## src/rtl/mem_bist_ctrl_if.sv

```systemverilog
// Request/response port between the BIST controller and the SRAM model.
// The controller holds the request stable while valid=1 and ready=0; rdata is valid on a completing read.
interface mem_bist_ctrl_if #(
   parameter int WIDTH      = 8,
   parameter int ADDR_WIDTH = 5
) ();
   logic                  valid;
   logic                  ready;
   logic                  wr_rd;
   logic [ADDR_WIDTH-1:0] addr;
   logic [WIDTH-1:0]      wdata;
   logic [WIDTH-1:0]      rdata;

   modport master (output valid, wr_rd, addr, wdata, input ready, rdata);
   modport slave  (input valid, wr_rd, addr, wdata, output ready, rdata);
endinterface

```

## src/rtl/mem_bist_ctrl.sv

```systemverilog
// March BIST controller: M0 w(BG) up, M1 r(BG)w(~BG) up, M2 r(~BG)w(BG) down, M3 r(BG) up.
// MEM_BIST_ERR_LOG_EN builds the fail_addr/fail_count log; without it only a sticky miscompare flag exists.
module mem_bist_ctrl #(
   parameter int               WIDTH      = 8,
   parameter int               DEPTH      = 32,
   parameter int               ADDR_WIDTH = $clog2(DEPTH),
   parameter logic [WIDTH-1:0] BG         = WIDTH'(8'h55)
) (
   input  logic                  clk,
   input  logic                  res,
   input  logic                  start,
   output logic                  busy,
   output logic                  done,
   output logic                  pass,
   output logic [ADDR_WIDTH-1:0] fail_addr,
   output logic [7:0]            fail_count,
   mem_bist_ctrl_if.master       mem
);

   typedef enum logic [2:0] {S_IDLE, S_M0, S_M1, S_M2, S_M3, S_DONE} state_t;

   typedef struct packed {
      logic                  wr_rd;
      logic [ADDR_WIDTH-1:0] addr;
      logic [WIDTH-1:0]      wdata;
   } req_t;

   localparam logic [ADDR_WIDTH-1:0] LAST = ADDR_WIDTH'(DEPTH - 1);
   localparam logic [ADDR_WIDTH-1:0] ONE  = ADDR_WIDTH'(1);

   state_t                state_q, state_d;
   logic [ADDR_WIDTH-1:0] addr_q, addr_d;
   logic                  phase_q, phase_d;   // M1/M2: 0 = read half, 1 = write half
   logic                  clr;
   logic                  err;

   req_t                  req;
   logic [WIDTH-1:0]      exp_data;
   logic                  fire, miscmp, at_last, at_zero;

   always_ff @(posedge clk or negedge res) begin
      if (!res) begin
         state_q <= S_IDLE;
         addr_q  <= '0;
         phase_q <= 1'b0;
      end else begin
         state_q <= state_d;
         addr_q  <= addr_d;
         phase_q <= phase_d;
      end
   end

   // Request is decoded from registered state, so it is stable across stalls
   // and collapses to reset values the moment res falls.
   always_comb begin
      req.wr_rd = 1'b0;
      req.addr  = addr_q;
      req.wdata = '0;
      exp_data  = '0;
      case (state_q)
         S_M0: begin
            req.wr_rd = 1'b1;
            req.wdata = BG;
         end
         S_M1: begin
            if (phase_q) begin
               req.wr_rd = 1'b1;
               req.wdata = ~BG;
            end else begin
               exp_data = BG;
            end
         end
         S_M2: begin
            if (phase_q) begin
               req.wr_rd = 1'b1;
               req.wdata = BG;
            end else begin
               exp_data = ~BG;
            end
         end
         S_M3:    exp_data = BG;
         default: ;
      endcase
   end

   assign busy      = (state_q == S_M0) || (state_q == S_M1) ||
                      (state_q == S_M2) || (state_q == S_M3);
   assign done      = (state_q == S_DONE);
   assign mem.valid = busy;
   assign mem.wr_rd = req.wr_rd;
   assign mem.addr  = req.addr;
   assign mem.wdata = req.wdata;

   assign fire    = mem.valid & mem.ready;
   assign miscmp  = fire & ~req.wr_rd & (mem.rdata != exp_data);
   assign at_last = (addr_q == LAST);
   assign at_zero = (addr_q == '0);

   always_comb begin
      state_d = state_q;
      addr_d  = addr_q;
      phase_d = phase_q;
      clr     = 1'b0;
      case (state_q)
         S_IDLE, S_DONE: begin
            if (start) begin
               state_d = S_M0;
               addr_d  = '0;
               phase_d = 1'b0;
               clr     = 1'b1;
            end
         end
         S_M0: begin
            if (fire) begin
               if (at_last) begin
                  state_d = S_M1;
                  addr_d  = '0;
               end else begin
                  addr_d = addr_q + ONE;
               end
            end
         end
         S_M1: begin
            if (fire) begin
               phase_d = ~phase_q;
               if (phase_q) begin
                  if (at_last) begin
                     state_d = S_M2;
                     addr_d  = LAST;
                  end else begin
                     addr_d = addr_q + ONE;
                  end
               end
            end
         end
         S_M2: begin
            if (fire) begin
               phase_d = ~phase_q;
               if (phase_q) begin
                  if (at_zero) begin
                     state_d = S_M3;
                     addr_d  = '0;
                  end else begin
                     addr_d = addr_q - ONE;
                  end
               end
            end
         end
         S_M3: begin
            if (fire) begin
               if (at_last) begin
                  state_d = S_DONE;
                  addr_d  = '0;
               end else begin
                  addr_d = addr_q + ONE;
               end
            end
         end
         default: state_d = S_IDLE;
      endcase
   end

`ifdef MEM_BIST_ERR_LOG_EN
   logic [ADDR_WIDTH-1:0] fail_addr_q;
   logic [7:0]            fail_count_q;

   always_ff @(posedge clk or negedge res) begin
      if (!res) begin
         fail_addr_q  <= '0;
         fail_count_q <= '0;
      end else if (clr) begin
         fail_addr_q  <= '0;
         fail_count_q <= '0;
      end else if (miscmp) begin
         if (fail_count_q == 8'd0) fail_addr_q <= addr_q;
         if (fail_count_q != 8'hFF) fail_count_q <= fail_count_q + 8'd1;
      end
   end

   assign fail_addr  = fail_addr_q;
   assign fail_count = fail_count_q;
   assign err        = (fail_count_q != 8'd0);
`else
   logic err_q;

   always_ff @(posedge clk or negedge res) begin
      if (!res)        err_q <= 1'b0;
      else if (clr)    err_q <= 1'b0;
      else if (miscmp) err_q <= 1'b1;
   end

   assign fail_addr  = '0;
   assign fail_count = '0;
   assign err        = err_q;
`endif

   assign pass = done & ~err;

endmodule

```

## src/flat_wrapper.sv

```systemverilog
// flat-port wrapper written by rule: the top's interface ports become plain ports
module mem_bist_ctrl_flat 
#(
   parameter int               WIDTH      = 8,
   parameter int               DEPTH      = 32,
   parameter int               ADDR_WIDTH = $clog2(DEPTH),
   parameter logic [WIDTH-1:0] BG         = WIDTH'(8'h55)
)
  (clk, res, start, busy, done, pass, fail_addr, fail_count, mem_valid, mem_wr_rd, mem_addr, mem_wdata, mem_ready, mem_rdata);
  mem_bist_ctrl_if #(.WIDTH(WIDTH), .ADDR_WIDTH(ADDR_WIDTH)) mem_i ();
  input  logic clk;
  input  logic res;
  input  logic start;
  output logic busy;
  output logic done;
  output logic pass;
  output logic [ADDR_WIDTH-1:0] fail_addr;
  output logic [7:0] fail_count;
  output wire logic [$bits(mem_i.valid)-1:0] mem_valid;
  output wire logic [$bits(mem_i.wr_rd)-1:0] mem_wr_rd;
  output wire logic [$bits(mem_i.addr)-1:0] mem_addr;
  output wire logic [$bits(mem_i.wdata)-1:0] mem_wdata;
  input wire logic [$bits(mem_i.ready)-1:0] mem_ready;
  input wire logic [$bits(mem_i.rdata)-1:0] mem_rdata;
  assign mem_valid = mem_i.valid;
  assign mem_wr_rd = mem_i.wr_rd;
  assign mem_addr = mem_i.addr;
  assign mem_wdata = mem_i.wdata;
  assign mem_i.ready = mem_ready;
  assign mem_i.rdata = mem_rdata;
  mem_bist_ctrl #(.WIDTH(WIDTH), .DEPTH(DEPTH), .ADDR_WIDTH(ADDR_WIDTH), .BG(BG)) u_core (.clk(clk), .res(res), .start(start), .busy(busy), .done(done), .pass(pass), .fail_addr(fail_addr), .fail_count(fail_count), .mem(mem_i));
endmodule
```

## config.mk

```make
export PLATFORM = sky130hd
export DESIGN_NAME = mem_bist_ctrl_flat
export DESIGN_NICKNAME = d
export VERILOG_FILES = /design/src/rtl/mem_bist_ctrl_if.sv /design/src/rtl/mem_bist_ctrl.sv /design/src/flat_wrapper.sv
export SDC_FILE = /design/constraint.sdc
export NUM_CORES = 1
export LEC_CHECK = 0
export CAP_MARGIN = 20
export CORE_ASPECT_RATIO = 1.75
export CORE_MARGIN = 4
export CORE_UTILIZATION = 46
export DETAILED_ROUTE_END_ITERATION = 6
export PLACE_DENSITY = 0.8
export SLEW_MARGIN = 0
export SYNTH_ARGS = -nofsm -noshare
export SYNTH_HDL_FRONTEND = slang
export SYNTH_SLANG_ARGS = --single-unit
```

## constraint.sdc

```tcl
create_clock -name clk -period 2.35 [get_ports clk]
set_input_delay 0.705 -clock clk [delete_from_list [all_inputs] [get_ports clk]]
set_output_delay 0.705 -clock clk [all_outputs]
set_load 0.01 [all_outputs]
```

==> Yosys cells after proc, flatten, opt, wreduce, memory -nomap -nowiden <==
Cells that the tools add are included.
W data, S select, Z words.
{ "totals": {"out_inout_bits": 31, "reg_bits": 10, "word_cells": 84, "input_bits": 12} }
{ "op_classes": {"reduce_logical": 14, "muxes": 37, "bitwise": 7, "add_sub_neg": 2, "n_eq_ne": 20} }
{ "ops": {"columns": ["cell", "count"], "rows": [
  ["$pmux W8 S3", 2],
  ["$mux W5", 9],
  ["$mux W3", 11],
  ["$ne A2 B1 Y1 const B", 12],
  ["$pmux W5 S4", 1],
  ["$mux W8", 2],
  ["$pmux W3 S5", 1],
  ["$mux W7", 2],
  ["$reduce_and A11 Y1", 1],
  ["$ne A8 B8 Y1", 1],
  ["$mux W1", 7],
  ["$reduce_and A7 Y1", 1],
  ["$eq A3 B2 Y1 const B", 2],
  ["$eq A3 B3 Y1 const B", 2],
  ["$reduce_or A2 Y1", 3],
  ["$add A5 B1 Y5 const B", 1],
  ["$eq A5 B5 Y1 const B", 1],
  ["$logic_not A5 Y1", 1],
  ["$sub A5 B1 Y5 const B", 1],
  ["$and A1 B1 Y1", 4],
  ["$pmux W1 S2", 2],
  ["$reduce_bool A2 Y1", 2],
  ["$reduce_bool A4 Y1", 1],
  ["$eq A3 B1 Y1 const B", 1],
  ["other kinds (5)", 9]
]} }

==> Depth between registers and ports, before layout <==
Gate-level depths: netlist (run 1).
{ "depth": {"word_depth": 9, "mapped_depth": 9, "mapped_depth_nobuf": 8} }

==> Least setup slack after synthesis (run 1) <==
No wires, ideal clock.
{ "synth_timing": {"kind": "flip-flop to output port", "start": "reg u_core.state_q[0]", "end": "out mem_wdata[3]", "required_ns": 1.645, "setup_slack_ns": 0.208, "arrival_ns": 1.437, "path_stages_with_launch": 5, "path_buffers": 3, "cell_sequence": "dfrtp_1 buf_2 buf_2 nor3b_1 buf_4"} }
{ "synth_between": {"elab_chain_cells": 2, "word_cells_on_any_way": 4, "cone_classes": "eq/ne (3); mux (1)"} }
{ "synth_lines": {"columns": ["element", "line_no", "rtl"], "rows": [
  ["start, declared", "mem_bist_ctrl.sv:31", "state_t state_q, state_d;"],
  ["start signal, assigned", "mem_bist_ctrl.sv:47", "state_q <= state_d;"],
  ["$eq A3 B2 Y1 or $eq A3 B1 Y1 (tied branches)", "mem_bist_ctrl.sv:60", "case (state_q)"],
  ["$pmux W8 S3 *", "mem_bist_ctrl.sv:60", null],
  ["end, declared", "flat_wrapper.sv:22", "output wire logic [$bits(mem_i.wdata)-1:0] mem_wdata;"]
]} }
Every way passes the cells marked *; elsewhere a longest branch is shown, timed or not.

==> Worst setup path after layout (run 1) <==
{ "layout_timing": {"start": "reg u_core.state_q[0]", "end": "out mem_wr_rd"} }
{ "layout_between": {"elab_chain_cells": 3, "word_cells_on_any_way": 5, "cone_classes": "eq/ne (3); mux (1); reduce/logical (1)"} }
{ "layout_lines": {"columns": ["element", "line_no", "rtl"], "rows": [
  ["$eq A3 B2 Y1", "mem_bist_ctrl.sv:60", null],
  ["$reduce_or A2 Y1 (no line)", null, null],
  ["$pmux W1 S2 *", "mem_bist_ctrl.sv:60", null],
  ["end, declared", "flat_wrapper.sv:20", "output wire logic [$bits(mem_i.wr_rd)-1:0] mem_wr_rd;"]
]} }
Marked as above.

==> impl_metrics.py, run 1 <==
metrics = {
    "clock_network": {
        "cts_max_path_buffers": 2,
        "cts.sinks": 10,
        "cts.clk_slew.worst_paths_ns": 0.05,
        "numCtsBuffers": 3,
        "cts_tree": "yes",
        "htree_levels": 1,
        "clkLatencyLatePin_ns": 0.25,
        "clockRootBuffer": "clkbuf_8",
    },
    "placed_design": {
        "hpwlAfterDp_um": 3030,
        "io_buffers": 29,
        "place.gp.congestion": 0.943,
        "pre_cts_ws_ns": 0.100,
        "post_dp_cell_area_um2": 1590,
    },
    "die": {
        "fp.dieW_um": 48.3,
        "die_h_um": 78.6,
        "ios": 43,
        "start_util_pct": 48.1,
        "die_area_um2": 3800,
        "rows": 25,
        "core-area_um2": 2720,
    },
    "setup_path": {
        "crit_start": "u_core.state_q[0]",
        "critical_path_class": "flop to output pin",
        "cp_slowest_cell": "dfrtp_2",
        "crit_path_cell_trace": "buf_12, and2b_1, o21a_1, dlygate4sd2_1",
        "timing.rr.start": "u_core.mem.addr[0]",
        "crit_required_ns": 1.64,
        "slowest_delay_ns": 0.44,
        "critPathLaunchType": "flop",
        "end_kind": "output pin",
        "arrival_ns": 1.51,
        "cp_max_fo": 29,
    },
    "sta": {
        "rsz0062_at_grt": "no",
        "worstMarginPinSlew_ns": 0.538,
        "whs_ns": 0.646,
        "report.final.slew_viol_count": 0,
        "finalCritPeriodShare_pct": 94.3,
        "fin_skew_ns": 0.00620,
        "fin_crit_ns": 2.22,
        "maxClockFrequency_mhz": 451,
        "worst_slack_ns": 0.135,
        "setup_tns_ns": 0,
        "relSlewSlack_pct": 64.0,
        "hold_viol": 0,
        "setup_violations": 0,
    },
    "yosys": {
        "synth_flop_cell": "dfrtp_1",
        "yosys.area.top_type_share_pct": 19.1,
        "yosysSeqAreaShare_pct": 19.1,
        "ys_top_cells_by_area": "dfrtp_1 (19%), buf_4 (12%), ha_1 (4.8%)",
        "syn_area_um2": 1310,
        "netlist_top_cells_count": "buf_4 (21), nor2_1 (13), o21ai_0 (12)",
        "synthArstFlopShare_pct": 100,
        "synth_most_common_cell": "buf_4",
        "ys_ff_latch": 10,
        "synth_edf_count": 0,
        "syn_area_per_cell_um2": 7.66,
        "synth_top_area_cell": "dfrtp_1",
        "yosysWarningCount": 0,
        "synth_cell_types": 51,
        "netlist_instances": 171,
    },
    "route": {
        "drc": 0,
        "antenna_left": 0,
        "initialDrtViolationCount": 68,
        "wirelength_um": 3800,
        "vias": 1392,
        "wl_per_cell_um": 16.8,
        "firstDrtPassIters": 4,
        "routed_via_density": 6.16,
    },
    "cells_and_area": {
        "final_area_um2": 1640,
        "fillers": 239,
        "drive_gt1_share_pct": 11.1,
        "synthToLayoutAreaGrowth_pct": 25.3,
        "nets": 217,
        "diodes": 0,
    },
    "power": {
        "swShare_pct": 43.6,
        "max-vdd-ir-drop_v": 0.000439,
        "p_switching_mw": 0.674,
        "pwr_density_cell_nw_per_um2": 942,
        "p_comb_share_pct": 65.5,
        "p_int_mw": 0.873,
        "seqPwrFrac_pct": 19.9,
        "power_frac_clock_pct": 14.6,
        "p_leak_nw": 0.741,
    },
    "global_routing": {
        "grt_pass1_wl_um": 6380,
        "grt.total_usage_pct": 20.6,
        "grt_max_degree": 30,
        "antenna_found_initial": 0,
        "grt-ovfl-total": 0,
        "grt_pass1_vias": 1428,
    },
    "run": {
        "drv_cap": 0,
    },
    "min_path": {
        "hold_start": "u_core.mem.addr[1]",
        "hold_path_class": "flop to flop",
    },
    "run_status": {
        "status": "complete, no violations",
    },
}
area by class of cell:
class / count / area, um^2 / share of cell area, %
Multi-Input combinational cell: 133 / 865 / 52.7
Timing Repair Buffer: 44 / 407 / 24.8
Sequential cell: 10 / 251 / 15.3
Clock buffer: 4 / 55.1 / 3.35
Tap cell: 27 / 33.8 / 2.06
Inverter: 8 / 30.0 / 1.83
layout by cell type (no fill, tap or decap), drive strengths merged, types with 3 or more instances in the layout:
cell,Yosys,layout
dlygate4sd2,0,12
nand3,9,9
nand2,6,6
o21ai,14,14
a21oi,6,6
nor4bb,4,4
buf,29,15
nor2,13,13
conb,1,13
and3,3,3
inv,8,8
clkbuf,3,4
clkdlybuf4s50,0,16
ha,5,5
nor3b,3,3
nor3,5,5
nor2b,3,3
o211ai,3,3
dfrtp,10,10
nand2b,6,6
cell families after synthesis:
| family | count (synthesis) | synth area share [%] |
|---|---|---|
| xor gates and xnor gates | 3 | 2.01 |
| other | 1 | 0.286 |
| AOI/OAI and AO/OA | 45 | 23.5 |
| DFF | 10 | 19.1 |
| muxes | 2 | 1.53 |
| adders and majority gates | 5 | 4.78 |
| buffers and inverters | 40 | 18.7 |
| and+or+nand+nor | 65 | 30.1 |
critical path: cells and delay by family (launching register included):
kind            cells  cell delay, ns
buf+inv             2            0.46
simple gates        1            0.17
flops               1            0.44
compound gates      1            0.19
state kept, by name (all words and copies together) (netlist names):
signal,count
u_core.state_q,3
u_core.mem.addr,5
u_core.phase_q,1
u_core.err,1
timing repair:
item | 4_1_cts | 5_1_grt
pin swaps | 0 | 0
buffers inserted | 0 | 0
setup endpoints to repair | 13 | 1
gates resized for setup | 15 | 1
cloned | 0 | 0
hold buffers | 0 | 0
power by group through the flow:
stage,sequential [mW],combinational [mW],clock (mW)
global placement,0.306,1.01,0
detailed placement,0.311,1.04,0
finish,0.308,1.01,0.225
floorplan,0.317,0.657,0
CTS,0.310,1.01,0.223
global route,0.321,1.11,0.237
per-layer routing:
layer  wire (um)  track usage [%]  vias up
li1            -                -      651
met1        1270             20.7      652
met2        2090             39.0       67
met3         214             1.52       22
met4         227             13.3        0
met5           0                0        -
worst paths after layout:
| path | end | slack, ns | depth (start not counted) |
|---|---|---|---|
| max in group asynchronous | u_core.state_q[0] | 1.14 | 1 |
| max | mem_wr_rd | 0.13 | 4 |
| min in group asynchronous | u_core.err | 0.81 | 1 |
| min reg2reg | u_core.mem.addr[1] | 0.65 | 3 |
| max reg2reg | u_core.mem.addr[2] | 0.22 | 8 |
| min | u_core.mem.addr[1] | 0.65 | 3 |
per-stage QoR:
stage | instances | total power, mW | utilization, %
2_1_floorplan | 183 | 0.974 | -
3_3_place_gp | 222 | 1.31 | 58.4
3_5_place_dp | 222 | 1.35 | 58.4
4_1_cts | 226 | 1.55 | 60.2
5_1_grt | 226 | 1.67 | 60.3
6_report | 226 | 1.55 | 60.3
(Power assumes the default switching activity.)
==> inputs of run 2 (changes only) <==
--- a/config.mk
+++ b/config.mk
@@ -8,9 +8,9 @@
 export CAP_MARGIN = 20
 export CORE_ASPECT_RATIO = 1.75
 export CORE_MARGIN = 4
-export CORE_UTILIZATION = 46
+export CORE_UTILIZATION = 45
 export DETAILED_ROUTE_END_ITERATION = 6
-export PLACE_DENSITY = 0.8
+export PLACE_DENSITY = 0.79
 export SLEW_MARGIN = 0
 export SYNTH_ARGS = -nofsm -noshare
 export SYNTH_HDL_FRONTEND = slang
==> run 2 against run 1 <==
Effect of this change: global-route usage shrank 0.42 points; sequential power up 6%; non-clock buffer count increased by 1; worst setup slack improved by 0.029 ns; critical path depth stayed put; cell area is 1.5% lower; clock power fell by 17%; combinational power is essentially flat; clock-buffer cell count decreased by 1; critical endpoint unchanged.
==> impl_metrics.py, run 2 (synthesis results as in run 1) <==
metrics = {
    "setup_path": {
        "cp_max_fo": 13,
        "crit_required_ns": 1.64,
        "critical_path_class": "flop to output pin",
        "critPathLaunchType": "flop",
        "arrival_ns": 1.48,
        "end_kind": "output pin",
    },
    "clock_network": {
        "numCtsBuffers": 3,
        "clockRootBuffer": "clkbuf_8",
        "cts_tree": "yes",
        "cts_max_path_buffers": 2,
        "cts.sinks": 10,
        "holdBufCountCts": 0,
        "cts_setup_buffers": 0,
        "cts.clk_slew.worst_paths_ns": 0.05,
        "clkLatencyLatePin_ns": 0.24,
        "htree_levels": 1,
    },
    "route": {
        "firstDrtPassIters": 5,
        "drc": 0,
        "wl_per_cell_um": 16.6,
        "initialDrtViolationCount": 44,
        "vias": 1344,
        "wirelength_um": 3750,
        "routed_via_density": 5.95,
        "antenna_left": 0,
    },
    "sta": {
        "setup_tns_ns": 0,
        "maxClockFrequency_mhz": 457,
        "setup_violations": 0,
        "hold_viol": 0,
        "finalCritPeriodShare_pct": 93.0,
        "fin_crit_ns": 2.19,
        "relSlewSlack_pct": 65.4,
        "rsz0062_at_grt": "no",
        "report.final.slew_viol_count": 0,
        "fin_skew_ns": 0.00375,
        "worstMarginPinSlew_ns": 0.517,
    },
    "power": {
        "swShare_pct": 44.6,
        "pwr_density_cell_nw_per_um2": 923,
        "p_int_mw": 0.826,
        "p_comb_share_pct": 65.7,
        "p_leak_nw": 0.727,
        "max-vdd-ir-drop_v": 0.000497,
        "seqPwrFrac_pct": 21.8,
        "power_frac_clock_pct": 12.5,
        "total_power_mw": 1.49,
        "p_switching_mw": 0.666,
    },
    "die": {
        "fp.dieW_um": 48.8,
        "core-area_um2": 2750,
        "rows": 25,
        "die_h_um": 79.4,
        "start_util_pct": 47.6,
        "ios": 43,
        "die_area_um2": 3870,
    },
    "placed_design": {
        "hpwlAfterDp_um": 2990,
        "place.gp.congestion": 0.915,
        "io_buffers": 29,
    },
    "run": {
        "drv_cap": 0,
    },
    "global_routing": {
        "grt_pass1_wl_um": 6290,
        "antenna_found_initial": 0,
        "grt_pass1_vias": 1395,
        "grt_max_degree": 19,
        "grt.total_usage_pct": 20.2,
        "grt-ovfl-total": 0,
    },
    "run_status": {
        "status": "complete, no violations",
    },
    "cells_and_area": {
        "nets": 218,
        "largest_reg_flops": 5,
        "layout_common_cells": "clkdlybuf4s50_1 (16), buf_4 (16), conb_1 (13)",
        "drive_gt1_share_pct": 11.6,
        "diodes": 0,
        "synthToLayoutAreaGrowth_pct": 23.4,
    },
    "min_path": {
        "hold_path_class": "flop to flop",
    },
}
==> run 2: power by group through the flow <==
stage | Combinational (mW) | Clock (mW) | Sequential (mW)
final | 0.981 | 0.187 | 0.325
after global routing | 1.07 | 0.199 | 0.338
after CTS | 0.978 | 0.190 | 0.323
after detailed placement | 1.00 | 0 | 0.326
after global placement | 0.992 | 0 | 0.325
after floorplan | 0.657 | 0 | 0.317
==> run 2: through the flow <==
stage | setup WS, ns | utilization, % | instance area [um^2] | hold slack, ns | cells
after global routing | 0.0906 | 58.7 | 1620 | 0.682 | 226
final | 0.164 | 58.7 | 1620 | 0.642 | 226
after CTS | 0.0111 | 58.8 | 1620 | 0.637 | 226
after detailed placement | 0.0630 | 57.5 | 1580 | 0.626 | 223
after global placement | 0.0998 | 57.5 | 1580 | 0.644 | 223
after floorplan | 0.208 | - | 1360 | 0.409 | 183
==> run 2: final timing paths <==
path,from,to,slack [ns],cells past startpoint
worst max-delay path,u_core.state_q[1],mem_wr_rd,0.16,4
worst min-delay path,u_core.err,u_core.err,0.64,2
worst max register to register,u_core.mem.addr[0],u_core.mem.addr[3],0.27,8
worst min register to register,u_core.err,u_core.err,0.64,2
max in group asynchronous,res,u_core.mem.addr[4],1.22,1
min in group asynchronous,res,u_core.mem.addr[3],0.80,1
==> run 2: worst max-delay path, stage by stage, from the launching register on <==
cell and delay (ns):
dfrtp_1 0.37, buf_4 0.20, and2b_1 0.21, o21a_1 0.18, dlygate4sd2_1 0.28
==> run 2: layout make-up <==
cell class / count / area (um^2)
fill: 281 / 1140
multi-input combinational: 133 / 867
timing repair buffer: 45 / 394
inverter: 8 / 30.0
tap: 27 / 33.8
clock buffer: 3 / 41.3
sequential: 10 / 250
==> run 2: per-layer routing <==
layer / wire length, um / track usage (%) / vias to the layer above
li1: - / - / 652
met1: 1370 / 19.9 / 638
met2: 2100 / 38.9 / 45
met3: 163 / 2.06 / 9
met4: 116 / 12.1 / 0
met5: 0 / 0 / -
==> run 2: what timing repair did <==
action / CTS / global route
gates resized for setup: 14 / 3
gates cloned: 0 / 0
hold endpoints to repair: 0 / 0
setup endpoints to repair: 13 / 2
==> inputs of run 3 (changes only) <==
--- a/config.mk
+++ b/config.mk
@@ -6,7 +6,7 @@
 export NUM_CORES = 1
 export LEC_CHECK = 0
 export CAP_MARGIN = 20
-export CORE_ASPECT_RATIO = 1.75
+export CORE_ASPECT_RATIO = 0.8
 export CORE_MARGIN = 4
 export CORE_UTILIZATION = 45
 export DETAILED_ROUTE_END_ITERATION = 6
==> run 3 against run 2 <==
Effect of this change: cell count rose by 4.4%; utilization is 0.085 points lower; critical path depth is the same; clock skew is 0.0048 ns higher; combinational power hardly changed; critical endpoint unchanged.
==> impl_metrics.py, run 3 (synthesis results as in run 1) <==
metrics = {
    "run_status": {
        "status": "complete, no violations",
    },
    "setup_path": {
        "path_buf_inv": 2,
        "crit_path_cell_trace": "buf_12, and2_1, o21a_1, dlygate4sd2_1",
        "slowest_delay_ns": 0.45,
        "cp_slowest_cell": "dfrtp_2",
        "crit_required_ns": 1.64,
        "end_kind": "output pin",
        "critical_path_class": "flop to output pin",
        "cp_top_family": "buffers and inverters",
        "critPathLaunchType": "flop",
        "cp_max_fo": 23,
        "arrival_ns": 1.56,
    },
    "power": {
        "p_switching_mw": 0.653,
        "seqPwrFrac_pct": 22.0,
        "p_comb_share_pct": 69.0,
        "pwr_density_cell_nw_per_um2": 880,
        "p_int_mw": 0.774,
        "max-vdd-ir-drop_v": 0.000374,
        "power_frac_clock_pct": 9.1,
        "swShare_pct": 45.7,
        "p_leak_nw": 0.718,
    },
    "sta": {
        "setup_violations": 0,
        "finalCritPeriodShare_pct": 96.4,
        "worstMarginPinSlew_ns": 0.519,
        "report.final.slew_viol_count": 0,
        "relSlewSlack_pct": 65.2,
        "rsz0062_at_grt": "no",
        "fin_crit_ns": 2.27,
        "setup_tns_ns": 0,
        "hold_viol": 0,
        "maxClockFrequency_mhz": 441,
        "fin_skew_ns": 0.00851,
    },
    "route": {
        "drc": 0,
        "vias": 1360,
        "wirelength_um": 3450,
        "routed_via_density": 5.76,
        "antenna_left": 0,
        "firstDrtPassIters": 4,
        "wl_per_cell_um": 14.6,
        "initialDrtViolationCount": 121,
    },
    "cells_and_area": {
        "synthToLayoutAreaGrowth_pct": 23.8,
        "final_common_cell": "clkdlybuf4s50_1",
        "diodes": 0,
        "drive_gt1_share_pct": 11.1,
        "nets": 217,
        "final_area_um2": 1620,
        "layout_common_cells": "clkdlybuf4s50_1 (16), buf_4 (14), conb_1 (13)",
        "largest_reg_flops": 5,
    },
    "global_routing": {
        "grt_max_degree": 24,
        "antenna_found_initial": 0,
        "grt_pass1_vias": 1267,
        "grt_pass1_wl_um": 5640,
        "grt-ovfl-total": 0,
        "grt.total_usage_pct": 19.0,
    },
    "min_path": {
        "hold_path_class": "flop to flop",
    },
    "placed_design": {
        "io_buffers": 29,
        "hpwlAfterDp_um": 2710,
        "place.gp.congestion": 0.955,
        "post_dp_cell_area_um2": 1600,
    },
    "die": {
        "ios": 43,
        "start_util_pct": 47.4,
        "fp.dieW_um": 68.3,
        "core-area_um2": 2770,
        "die_area_um2": 3840,
        "die_h_um": 56.3,
        "rows": 17,
    },
    "clock_network": {
        "cts.clk_slew.worst_paths_ns": 0.06,
        "numCtsBuffers": 3,
        "htree_levels": 1,
        "cts_max_path_buffers": 2,
        "cts.sinks": 10,
        "cts_setup_buffers": 0,
        "clkLatencyLatePin_ns": 0.29,
        "clockRootBuffer": "clkbuf_4",
        "cts_tree": "yes",
    },
    "run": {
        "drv_cap": 0,
    },
}
==> run 3: changes by cell type in the layout (fill, tap and decap cells not counted) <==
cell,change
dfrtp_2,+1
clkbuf_2,-1
dlygate4sd2_1,+1
clkbuf_4,+3
buf_12,+1
clkbuf_8,-3
dfrtp_1,-1
buf_4,-2
==> run 3: layer usage <==
metal,track usage [%],routed length (um)
met1,25.8,1510
met2,28.3,1620
met3,3.80,225
met4,8.78,93
met5,0,0
==> run 3: final cells by class <==
| type | count | area [um^2] |
|---|---|---|
| Clock buffer | 3 | 22.5 |
| Fill cell | 273 | 1140 |
| Inverter | 8 | 30.0 |
| Multi-Input combinational cell | 133 | 867 |
| Sequential cell | 10 | 251 |
| Tap cell | 38 | 47.5 |
| Timing Repair Buffer | 44 | 403 |
==> run 3: final timing paths <==
check | start | endpoint | slack [ns] | depth (start not counted)
max | u_core.state_q[1] | mem_wr_rd | 0.08 | 4
min reg2reg | u_core.state_q[2] | u_core.phase_q | 0.49 | 1
min in group asynchronous | res | u_core.mem.addr[1] | 0.74 | 1
max in group asynchronous | res | u_core.state_q[1] | 1.24 | 1
min | u_core.state_q[2] | u_core.phase_q | 0.49 | 1
max reg2reg | u_core.mem.addr[0] | u_core.mem.addr[3] | 0.23 | 8
==> run 3: power by group through the flow <==
stage | clock (mW) | sequential (mW) | combinational [mW]
6_report | 0.130 | 0.313 | 0.984
5_1_grt | 0.144 | 0.327 | 1.07
4_1_cts | 0.133 | 0.314 | 0.979
3_5_place_dp | 0 | 0.316 | 1.01
3_3_place_gp | 0 | 0.312 | 0.979
2_1_floorplan | 0 | 0.317 | 0.657
==> run 3: per-stage QoR <==
stage | setup WS (ns) | total power, mW | instances | hold slack (ns) | util [%]
detailed placement | 0.0711 | 1.32 | 233 | 0.488 | 58.0
global placement | 0.133 | 1.29 | 233 | 0.487 | 58.0
finish | 0.0835 | 1.43 | 236 | 0.492 | 58.6
global route | 0.0434 | 1.54 | 236 | 0.543 | 58.6
CTS | 0.0491 | 1.43 | 236 | 0.503 | 58.6
floorplan | 0.208 | 0.974 | 183 | 0.409 | -
==> run 3: timing repair <==
action / in CTS / in global routing
hold buffers: 0 / 0
endpoints found under the setup margin: 12 / 1
gates resized for setup: 15 / 1
